[src/rtl/apb_if.sv]
// APB bus bundle between an initiator and a completer.
// The master modport is the initiator's view and the slave modport is the completer's view.
interface apb_if #(
  parameter int ADDR_W = 8,
  parameter int DATA_W = 8
);
  logic              psel;
  logic              penable;
  logic              pwrite;
  logic [ADDR_W-1:0] paddr;
  logic [DATA_W-1:0] pwdata;
  logic [DATA_W-1:0] prdata;
  logic              pready;
  logic              pslverr;

  modport master (
    output psel, penable, pwrite, paddr, pwdata,
    input  prdata, pready, pslverr
  );

  modport slave (
    input  psel, penable, pwrite, paddr, pwdata,
    output prdata, pready, pslverr
  );
endinterface

[src/rtl/apb_completer_mem.sv]
// APB completer that fronts a DEPTH-word register array.
// Each transfer gets wait_cfg wait states, and addresses outside the array get PSLVERR.
module apb_completer_mem #(
  parameter int ADDR_W = 8,
  parameter int DATA_W = 8,
  parameter int DEPTH  = 64,
  parameter int WAIT_W = 4
) (
  input  logic              pclk,
  input  logic              prst,
  input  logic [WAIT_W-1:0] wait_cfg,
  apb_if.slave              bus
);
  localparam int IDX_W = (DEPTH > 1) ? $clog2(DEPTH) : 1;
  localparam logic [ADDR_W:0] DEPTH_EXT = (ADDR_W+1)'(DEPTH);

  localparam logic [0:0] ST_IDLE   = 1'b0;
  localparam logic [0:0] ST_ACCESS = 1'b1;

  logic [0:0]        state_q, state_d;
  logic [WAIT_W-1:0] cnt_q, cnt_d;
  logic              err_q, err_d;
  logic              write_q, write_d;
  logic [IDX_W-1:0]  addr_q, addr_d;
  logic [DATA_W-1:0] wdata_q, wdata_d;
  logic [DATA_W-1:0] prdata_q, prdata_d;
  logic [DATA_W-1:0] mem_q [DEPTH];
  logic [DATA_W-1:0] mem_d [DEPTH];

  logic              setup_err;
  logic [IDX_W-1:0]  setup_idx;
  logic              ready;

  assign setup_idx = bus.paddr[IDX_W-1:0];
  assign setup_err = ({1'b0, bus.paddr} >= DEPTH_EXT);
  assign ready     = (state_q == ST_ACCESS) && (cnt_q == '0);

  assign bus.pready  = ready;
  assign bus.pslverr = ready & err_q;
  assign bus.prdata  = prdata_q;

  always_comb begin
    state_d  = state_q;
    cnt_d    = cnt_q;
    err_d    = err_q;
    write_d  = write_q;
    addr_d   = addr_q;
    wdata_d  = wdata_q;
    prdata_d = prdata_q;
    mem_d    = mem_q;

    case (state_q)
      ST_IDLE: begin
        // Only a genuine setup phase starts a transfer; a stray penable is ignored.
        if (bus.psel && !bus.penable) begin
          state_d = ST_ACCESS;
          write_d = bus.pwrite;
          addr_d  = setup_idx;
          wdata_d = bus.pwdata;
          cnt_d   = wait_cfg;
          err_d   = setup_err;
          if (!bus.pwrite) begin
            prdata_d = setup_err ? '0 : mem_q[setup_idx];
          end
        end
      end
      ST_ACCESS: begin
        if (!bus.psel) begin
          state_d = ST_IDLE;
        end else if (bus.penable) begin
          if (cnt_q != '0) begin
            cnt_d = cnt_q - 1'b1;
          end else begin
            // Completion edge. Writes commit here so that a read setup on the next edge sees the new data.
            if (write_q && !err_q) begin
              mem_d[addr_q] = wdata_q;
            end
            state_d = ST_IDLE;
          end
        end
      end
      default: state_d = ST_IDLE;
    endcase
  end

  always_ff @(posedge pclk or posedge prst) begin
    if (prst) begin
      state_q  <= ST_IDLE;
      cnt_q    <= '0;
      err_q    <= 1'b0;
      write_q  <= 1'b0;
      addr_q   <= '0;
      wdata_q  <= '0;
      prdata_q <= '0;
      for (int i = 0; i < DEPTH; i++) begin
        mem_q[i] <= '0;
      end
    end else begin
      state_q  <= state_d;
      cnt_q    <= cnt_d;
      err_q    <= err_d;
      write_q  <= write_d;
      addr_q   <= addr_d;
      wdata_q  <= wdata_d;
      prdata_q <= prdata_d;
      mem_q    <= mem_d;
    end
  end
endmodule

[src/flat_wrapper.sv]
// flat-port wrapper written by rule: the top's interface ports become plain ports
module apb_completer_mem_flat 
#(
  parameter int ADDR_W = 8,
  parameter int DATA_W = 8,
  parameter int DEPTH  = 64,
  parameter int WAIT_W = 4
)
  (pclk, prst, wait_cfg, bus_psel, bus_penable, bus_pwrite, bus_paddr, bus_pwdata, bus_prdata, bus_pready, bus_pslverr);
  apb_if #(.ADDR_W(ADDR_W), .DATA_W(DATA_W)) bus_i ();
  input  logic pclk;
  input  logic prst;
  input  logic [WAIT_W-1:0] wait_cfg;
  input wire logic [$bits(bus_i.psel)-1:0] bus_psel;
  input wire logic [$bits(bus_i.penable)-1:0] bus_penable;
  input wire logic [$bits(bus_i.pwrite)-1:0] bus_pwrite;
  input wire logic [$bits(bus_i.paddr)-1:0] bus_paddr;
  input wire logic [$bits(bus_i.pwdata)-1:0] bus_pwdata;
  output wire logic [$bits(bus_i.prdata)-1:0] bus_prdata;
  output wire logic [$bits(bus_i.pready)-1:0] bus_pready;
  output wire logic [$bits(bus_i.pslverr)-1:0] bus_pslverr;
  assign bus_i.psel = bus_psel;
  assign bus_i.penable = bus_penable;
  assign bus_i.pwrite = bus_pwrite;
  assign bus_i.paddr = bus_paddr;
  assign bus_i.pwdata = bus_pwdata;
  assign bus_prdata = bus_i.prdata;
  assign bus_pready = bus_i.pready;
  assign bus_pslverr = bus_i.pslverr;
  apb_completer_mem #(.ADDR_W(ADDR_W), .DATA_W(DATA_W), .DEPTH(DEPTH), .WAIT_W(WAIT_W)) u_core (.pclk(pclk), .prst(prst), .wait_cfg(wait_cfg), .bus(bus_i));
endmodule
[config.mk]
export PLATFORM = sky130hd
export DESIGN_NAME = apb_completer_mem_flat
export DESIGN_NICKNAME = d
export VERILOG_FILES = /design/src/rtl/apb_if.sv /design/src/rtl/apb_completer_mem.sv /design/src/flat_wrapper.sv
export SDC_FILE = /design/constraint.sdc
export NUM_CORES = 1
export LEC_CHECK = 0
export CAP_MARGIN = 0
export CELL_PAD_IN_SITES_DETAIL_PLACEMENT = 1
export CELL_PAD_IN_SITES_GLOBAL_PLACEMENT = 2
export CORE_ASPECT_RATIO = 1.5
export CORE_MARGIN = 3
export CORE_UTILIZATION = 41
export DETAILED_ROUTE_END_ITERATION = 16
export PLACE_DENSITY_LB_ADDON = 0.1
export REMOVE_ABC_BUFFERS = 1
export SLEW_MARGIN = 20
export SYNTH_ARGS = -nofsm -noshare
export SYNTH_HDL_FRONTEND = slang
export SYNTH_SLANG_ARGS = --single-unit
export TNS_END_PERCENT = 50
[constraint.sdc]
create_clock -name pclk -period 23.8 [get_ports pclk]
set_input_delay 4.76 -clock pclk [delete_from_list [all_inputs] [get_ports pclk]]
set_output_delay 4.76 -clock pclk [all_outputs]
set_load 0.02 [all_outputs]
==> metrics.txt, run 1 <==
Hold Path Cell Cnt=1; RR Endpoint=u_core.mem_q[103]; global-route wire length before repair=~110000 µm; clock-pin slew on the worst setup and hold paths=about 0.070 ns; Worst Path Max Fanout=55; HPWL Detailed=between 40000 and 50000 µm; Hold Path Class=reg -> reg; pin count of the biggest net entering global routing=roughly 170; Initial DRC Count=about 700; worst hold slack=just under 0.5 ns; reg2reg setup slack=slightly above 20 ns; Clock Sinks=approximately 540; Net Sw Frac=0.2603; reg2reg path depth=8; Via density=between 5 and 6; CTS root buf=clkbuf_16; antenna-violating nets left=0; fmax=around 120 MHz; Startpoint Class=input pin; Max Cap Violations=0; RSZ-0062 raised after global routing=false; PostCTS Resize Cnt=0; worst clock skew=between 0.01 and 0.015 ns; Hold Startpoint=u_core.mem_q[382]; P_leak=~13 nW; CTS Buffer Depth=3; setup TNS=0 ns; final WL=70170 µm; DR pass1 iterations=4; # rows=110; placed instance area=approximately 26000 µm²; Starting Density=0.4155; die height=308.7 µm; number of global-route vias before repair=between 15k and 20k; GRT Residual Overflow=0; fin. max-slew vios=0; cts hold-fix bufs=0; num ports=35; worst hold endpoint=u_core.mem_q[382]; CP Capture Type=flop; Final period util=0.3405; die width=between 200 and 250 µm; via count=14.19k; Nets=around 1.7k; post-synthesis instance area=25050 µm²; PwrDens=just over 70 nW/µm²; number of distinct library cells after synthesis=52; Skew-Pair Late Insertion Delay=roughly 0.60 ns; register area share after synthesis=0.5405; Crit Path Category=in -> reg; Fill cells=a little under 6k; synthesized area per cell=approximately 15 µm²; Residual DRC=0; cts bufs inserted=56; core area=around 60000 µm²; port bufs=34; all-layer global routing usage=0.2195; post-CTS setup buffers=0; Post-Syn Instances=about 1.7k; status=completed; maximum vdd drop=0.00004988 V; Yosys reg bits=~540; Req. time, crit path=24.33 ns; Slew @ Worst Pin=roughly 1.1 ns; P_sw=approximately 520 µW; H-tree levels=2; RR Startpoint=u_core.cnt_q[0]; final setup vio count=0; Die Footprint=approximately 64000 µm²; Sequential Power Share=0.475; Worst Path Arrival=roughly 8.6 ns; initial antenna violation count=3; CTS tree=built; Hold Fails Final Rpt=0; Routed wire per std cell=28.28 µm; Internal=1.491 mW; clock share of power=0.443; Placer Congestion=approximately 0.76; design area=~28000 µm²; Final min period=about 8.1 ns; fraction of layout cells with a size suffix above 1=0.4894; Ys Warns=0; Area Growth Syn to Fin=11.30%; combinational share of power=0.082; Rel. slew slack=0.2922
## sequential cells by signal, summed over array words and instances, names as in the netlist
signal / flops
u_core.addr_q: 6
u_core.state_q: 1
u_core.mem_q: 512
u_core.wdata_q: 8
u_core.cnt_q: 4
u_core.write_q: 1
u_core.bus.prdata: 8
u_core.err_q: 1
## placed cells by master, fill, tap and decap left out, drive strengths merged, types with 3 or more instances in the layout
| cell | n |
|---|---|
| a2111oi | 8 |
| nor2b | 5 |
| a221oi | 16 |
| nand3b | 3 |
| o21ai | 12 |
| nor3 | 4 |
| o22ai | 8 |
| clkdlybuf4s50 | 31 |
| mux4 | 80 |
| clkinvlp | 3 |
| bufinv | 4 |
| mux2 | 535 |
| buf | 26 |
| mux2i | 129 |
| nor3b | 5 |
| clkbuf | 75 |
| a22o | 16 |
| nor2 | 45 |
| dfrtp | 541 |
| a21oi | 11 |
| nand2b | 4 |
| a211o | 8 |
| and2 | 7 |
| nand2 | 42 |
| or2 | 3 |
| clkinv | 21 |
| inv | 6 |
| a22oi | 24 |
| a211oi | 8 |
## how the worst max path moves through the flow
stage,from,endpoint,cells past startpoint
floorplan,prst,u_core.addr_q[0],1
finish,bus_paddr[1],u_core.bus.prdata[3],9
CTS,bus_paddr[1],u_core.bus.prdata[3],9
global route,bus_paddr[1],u_core.bus.prdata[3],9
detailed placement,bus_paddr[1],u_core.bus.prdata[3],9
global placement,bus_paddr[1],u_core.bus.prdata[3],9
## Yosys cell counts, drive strengths merged
master	instances	share of area
mux2i	129	0.052
and2	7	0.0018
clkbuf	82	0.013
nand3b	3	0.00090
a211o	8	0.0028
and4bb	1	0.00050
a211oi	8	0.0024
a21oi	11	0.0022
or3	1	0.00025
nand2	42	0.0096
and4	1	0.00035
a2111oi	8	0.0045
o22ai	8	0.0020
dfrtp	541	0.54
buf	43	0.012
o22a	2	0.00070
ha	2	0.0010
or2	3	0.00075
or3b	1	0.00035
mux2	535	0.24
mux4	80	0.072
and3	1	0.00025
or4	1	0.00030
nor3	4	0.0012
a22oi	24	0.0072
a22o	16	0.0056
a31oi	2	0.00050
nor3b	5	0.0019
inv	5	0.00075
o21ai	12	0.0024
nor2b	5	0.0012
and3b	1	0.00035
nand3	2	0.00090
nor2	45	0.011
a221oi	16	0.0056
o21ba	1	0.00040
nand2b	4	0.0010
## power by group through the flow
stage	Combinational, mW	Sequential [mW]	Clock, mW
final	0.165	0.957	0.894
after global routing	0.179	0.958	0.958
after CTS	0.170	0.957	0.920
after detailed placement	0.169	0.974	0
after global placement	0.166	0.974	0
after floorplan	0.0615	0.981	0
## through the flow
| stage | power [mW] | setup WS, ns | cells | utilization |
|---|---|---|---|---|
| finish | 2.015 | 15.70 | 2481 | 0.4625 |
| detailed placement | 1.143 | 15.05 | 2376 | 0.4313 |
| global route | 2.096 | 15.50 | 2480 | 0.4624 |
| global placement | 1.140 | 15.03 | 2376 | 0.4313 |
| floorplan | 1.043 | 3.918 | 1535 | - |
| CTS | 2.047 | 15.67 | 2480 | 0.4624 |
## logic make-up after synthesis
family / Yosys count / share of synthesized area
mux: 744 / 0.3640
flops: 541 / 0.5405
buf+inv: 130 / 0.02503
simple gates: 127 / 0.03317
compound gates: 116 / 0.03632
fa+ha+maj: 2 / 0.0009989
## final cells by class
type | count | area [µm²] | share of cell area
sequential | 541 | 13550 | 0.4860
multi-input combinational | 989 | 10920 | 0.3916
clock buffer | 75 | 1614 | 0.05790
tap | 784 | 980.9 | 0.03519
timing repair buffer | 57 | 529.3 | 0.01898
clock inverter | 29 | 259.0 | 0.009290
inverter | 5 | 26.28 | 0.0009425
antenna | 1 | 2.502 | 0.00008976
## worst max-delay path, cell delays in order
cell and delay [ns]:
buf_8 0.43, buf_4 0.75, buf_4 0.79, mux2i_1 0.16
a22o_1 0.25, a221oi_1 0.31, o22ai_1 0.14, a2111oi_0 0.76
a211o_1 0.17
## metal layers
layer	track usage	vias to the layer above	wire (µm)
li1	-	6158	-
met1	0.2862	7776	30210
met2	0.3927	171	36490
met3	0.02699	82	1940
met4	0.05225	2	1510
met5	0	-	17
Note: power is estimated with default switching activity, not from simulation.
==> inputs of run 2 (changes only) <==
==> constraint.sdc (replaced) <==
create_clock -name pclk -period 8.1 [get_ports pclk]
set_input_delay 1.62 -clock pclk [delete_from_list [all_inputs] [get_ports pclk]]
set_output_delay 1.62 -clock pclk [all_outputs]
set_load 0.02 [all_outputs]
==> metrics.txt, run 2 (synthesis results as in run 1) <==
worst hold endpoint=u_core.mem_q[382]; Hold Path Class=reg -> reg; fmax=236.6 MHz; GRT Residual Overflow=0; max reg flops=512; Placer Congestion=slightly below 0.8; met2 WL=between 30000 and 40000 µm; commonest cells after routing, fill and taps aside=dfrtp_1, mux2_2, mux2i_1; number of global-route vias before repair=~16k; status=completed; P_leak=roughly 13 nW; Reg with most FFs=u_core.mem_q; PwrDens=between 200 and 250 nW/µm²; CP max-delay cell=a2111oi_2; Routed wire per std cell=about 28 µm; Area Growth Syn to Fin=11.38%; H-tree levels=2; Skew-Pair Late Insertion Delay=just over 0.6 ns; PostCTS Resize Cnt=0; RSZ-0062 raised after global routing=false; antenna-violating nets left=0; die width=between 200 and 250 µm; Hold Path Cell Cnt=1; Via density=between 5 and 6; Starting Density=0.4155; Startpoint Class=input pin; clock-pin slew on the worst setup and hold paths=around 0.060 ns; reg2reg setup slack=4.89 ns; Max Used Layer=met5; CP cell instances=buf_8, buf_4, mux2i_1, a22o_1, a221oi_1, o22ai_1, a2111oi_2, a211o_1; CP peak stage delay=around 0.65 ns; Final min period=roughly 4.2 ns; CTS root buf=clkbuf_16; Nets=roughly 1.7k; worst clock skew=between 0.01 and 0.015 ns; Initial DRC Count=670; Fill cells=just under 6k; Hold Startpoint=u_core.mem_q[382]; design area=27900 µm²; fin. max-slew vios=0; global-route wire length before repair=approximately 110000 µm; cts hold-fix bufs=0; port bufs=34; final setup vio count=0; commonest non-fill, non-tap cell in the layout=dfrtp_1; placed instance area=26050 µm²; Worst Path Max Fanout=63; post-layout util=0.4628; maximum vdd drop=between 0.00015 and 0.0002 V; final WL=~70000 µm; CTS Buffer Depth=3; RR Startpoint=u_core.cnt_q[0]; met3 wire length=between 2000 and 2500 µm; CTS tree=built; core area=~60000 µm²; RR Endpoint=u_core.mem_q[109]; via count=roughly 14k; Residual DRC=0; DR pass1 iterations=5; Worst Path Arrival=roughly 4.8 ns; reg2reg path depth=8; num ports=35; Slew @ Worst Pin=between 0.9 and 1 ns; Clock Sinks=541; HPWL Detailed=44220 µm; Req. time, crit path=8.64 ns; post-CTS setup buffers=0; WL met1=29920 µm; Crit Path Category=in -> reg; die height=308.7 µm; # rows=110; Rel. slew slack=0.3346; all-layer global routing usage=0.2201; CP Capture Type=flop; cts bufs inserted=55; pin count of the biggest net entering global routing=140; Final period util=0.5219; Hold Fails Final Rpt=0; Max Cap Violations=0; fraction of layout cells with a size suffix above 1=0.4859; Die Footprint=around 64000 µm²; initial antenna violation count=2
==> run 2: per-layer routing <==
layer / up-vias / track usage
met2: 217 / 0.3872
li1: 6147 / -
met4: 2 / 0.06512
met1: 7842 / 0.2860
met3: 111 / 0.02962
met5: - / 0
==> run 2: where the power goes <==
part           total, mW  switching (mW)  internal, mW
logic              0.454           0.329         0.125
registers           2.84           0.113          2.73
clock network       2.60            1.09          1.52
total               5.90            1.53          4.37
==> run 2: cell type report <==
type,count,area (µm²),share of cell area
clock buffers,81,1627,0.05830
inverters,5,26.28,0.0009418
clock inverters,21,215.2,0.007714
repair buffers,61,580.6,0.02081
flip-flops and latches,541,13550,0.4858
multi-input cells,989,10910,0.3912
diodes,1,2.502,0.00008970
well taps,784,980.9,0.03516
==> run 2: worst max-delay path, delay by kind of cell <==
family          cells  cell delay (ns)
compound gates      5             1.78
buf+inv             2             1.09
mux                 1             0.22
==> run 2: stage by stage <==
step	instances	hold slack, ns	total power [mW]	TNS (ns)	worst slack [ns]
floorplan	1535	0.4595	3.064	-4675.37	-8.642
global placement	2380	0.4736	3.353	0	3.151
detailed placement	2380	0.4884	3.362	0	3.175
CTS	2482	0.5034	5.994	0	3.819
global route	2482	0.5073	6.145	0	3.746
finish	2483	0.4989	5.899	0	3.873
==> run 2: worst max-delay path by stage <==
| stage | from | endpoint | slack (ns) | cells after the start |
|---|---|---|---|---|
| after CTS | bus_paddr[1] | u_core.bus.prdata[4] | 3.82 | 8 |
| after floorplan | prst | u_core.addr_q[0] | -8.64 | 1 |
| after global routing | bus_paddr[1] | u_core.bus.prdata[4] | 3.75 | 8 |
| after detailed placement | bus_paddr[1] | u_core.bus.prdata[4] | 3.17 | 8 |
| final | bus_paddr[1] | u_core.bus.prdata[4] | 3.87 | 8 |
| after global placement | bus_paddr[1] | u_core.bus.prdata[4] | 3.15 | 8 |
==> inputs of run 3 (changes only) <==
==> constraint.sdc (replaced) <==
create_clock -name pclk -period 3.8 [get_ports pclk]
set_input_delay 0.76 -clock pclk [delete_from_list [all_inputs] [get_ports pclk]]
set_output_delay 0.76 -clock pclk [all_outputs]
set_load 0.02 [all_outputs]
==> metrics.txt, run 3 (synthesis results as in run 1) <==
die width=between 200 and 250 µm; post-CTS setup buffers=0; post-layout util=0.4720; GRT Residual Overflow=0; worst clock skew=0.02152 ns; Clock Sinks=approximately 540; Nets=about 1.7k; CP peak stage delay=approximately 0.60 ns; Residual DRC=0; port bufs=34; cts hold-fix bufs=0; PnR worst setup slack=a little under 0.8 ns; DR pass1 iterations=5; Worst path top cell family by delay=buffers and inverters; maximum vdd drop=around 0.00037 V; Worst Path Arrival=2.26 ns; CTS Buffer Depth=3; dpl cells=roughly 2.4k; Area Growth Syn to Fin=13.60%; final setup vio count=0; RSZ-0062 raised after global routing=false; Placement Setup Slack=between 0.2 and 0.3 ns; commonest cells after routing, fill and taps aside=dfrtp_1, mux2_2, mux2i_1; Final period util=0.7949; Via density=approximately 5.6; Fill cells=between 5k and 6k; Routed wire per std cell=between 20 and 30 µm; Hold Fails Final Rpt=0; CTS tree=built; global-route wire length before repair=approximately 110000 µm; H-tree levels=2; HPWL Detailed=around 48000 µm; fraction of layout cells with a size suffix above 1=0.5020; Starting Density=0.4155; cts bufs inserted=54; CTS root buf=clkbuf_16; max reg flops=512; CP cell instances=inv_1, ha_1, and4bb_1, and2_1, clkdlybuf4s50_1; final cell count without fillers=between 2k and 3k; num ports=35; antenna-violating nets left=0; P_leak=13.77 nW; Crit Path Category=reg -> out; Initial DRC Count=around 720; Die Footprint=roughly 64000 µm²; Hold Path Class=reg -> reg; Worst Path Max Fanout=3; Skew-Pair Late Insertion Delay=0.61 ns; CP max-delay cell=clkdlybuf4s50_1; via count=~14k; all-layer global routing usage=0.2244; Startpoint Class=flop; fmax=between 300 and 400 MHz; pin count of the biggest net entering global routing=98; die height=308.7 µm; number of global-route vias before repair=about 16k; initial antenna violation count=2; Max Cap Violations=0; fin. max-slew vios=0; Placer Congestion=approximately 0.80; # rows=110; status=completed; Slew @ Worst Pin=between 1 and 1.5 ns; Final min period=between 3 and 4 ns; CP Capture Type=output port; Rel. slew slack=0.2782; PostCTS Resize Cnt=0; final WL=71120 µm; commonest non-fill, non-tap cell in the layout=dfrtp_1; Buffers & Inverters on Critical Path=2; Reg with most FFs=u_core.mem_q; clock-pin slew on the worst setup and hold paths=0.06 ns; PwrDens=around 450 nW/µm²; Req. time, crit path=3.04 ns; core area=roughly 60000 µm²
-- run 3: through the flow --
stage	area (µm²)	setup TNS, ns	total power [mW]	hold WS, ns
after detailed placement	26550	0	7.206	0.4871
after CTS	28450	0	12.98	0.4983
final	28450	0	12.78	0.4964
after floorplan	24440	-6536.41	6.530	0.4595
after global placement	26550	0	7.181	0.4723
after global routing	28450	0	13.30	0.5052
-- run 3: cell type report --
type                            instances  area [µm²]  area share
Clock inverter                         22       291.5     0.01025
Multi-Input combinational cell        989       10900      0.3831
Clock buffer                           79        1607     0.05646
Antenna cell                            1       2.502  0.00008794
Sequential cell                       541       13550      0.4763
Timing Repair Buffer                  111        1094     0.03843
Tap cell                              784       980.9     0.03447
Inverter                                5       26.28   0.0009234
-- run 3: worst reg2reg max path, cell delays in order, from the launching register on --
cell	delay (ns)
dfrtp_1	0.39
inv_1	0.11
ha_1	0.18
and4bb_1	0.26
and4_1	0.30
and2_2	0.25
nand3_4	0.35
nor2_2	0.56
mux2_2	0.40
-- run 3: final timing paths --
kind	start	to	slack, ns	cells past startpoint
min in group asynchronous	prst	u_core.mem_q[473]	0.60	2
max reg2reg	u_core.cnt_q[0]	u_core.mem_q[326]	0.89	8
max	u_core.cnt_q[0]	bus_pslverr	0.78	5
min	u_core.mem_q[378]	u_core.mem_q[378]	0.50	1
min reg2reg	u_core.mem_q[378]	u_core.mem_q[378]	0.50	1
max in group asynchronous	prst	u_core.mem_q[80]	2.25	3
-- run 3: layer usage --
layer	part of all wire	track usage	routed length, µm	vias to the layer above
li1	-	-	-	6242
met1	0.41	0.2753	29270	7786
met3	0.030	0.03297	2158	87
met4	0.025	0.05790	1774	2
met2	0.53	0.4153	37900	178
met5	0.00028	0	20	-
-- run 3: report_power, final --
group | total, mW | switching, mW | internal (mW)
registers | 6.19 | 0.369 | 5.82
clock network | 5.72 | 2.32 | 3.40
logic | 0.878 | 0.578 | 0.301
total | 12.8 | 3.26 | 9.52
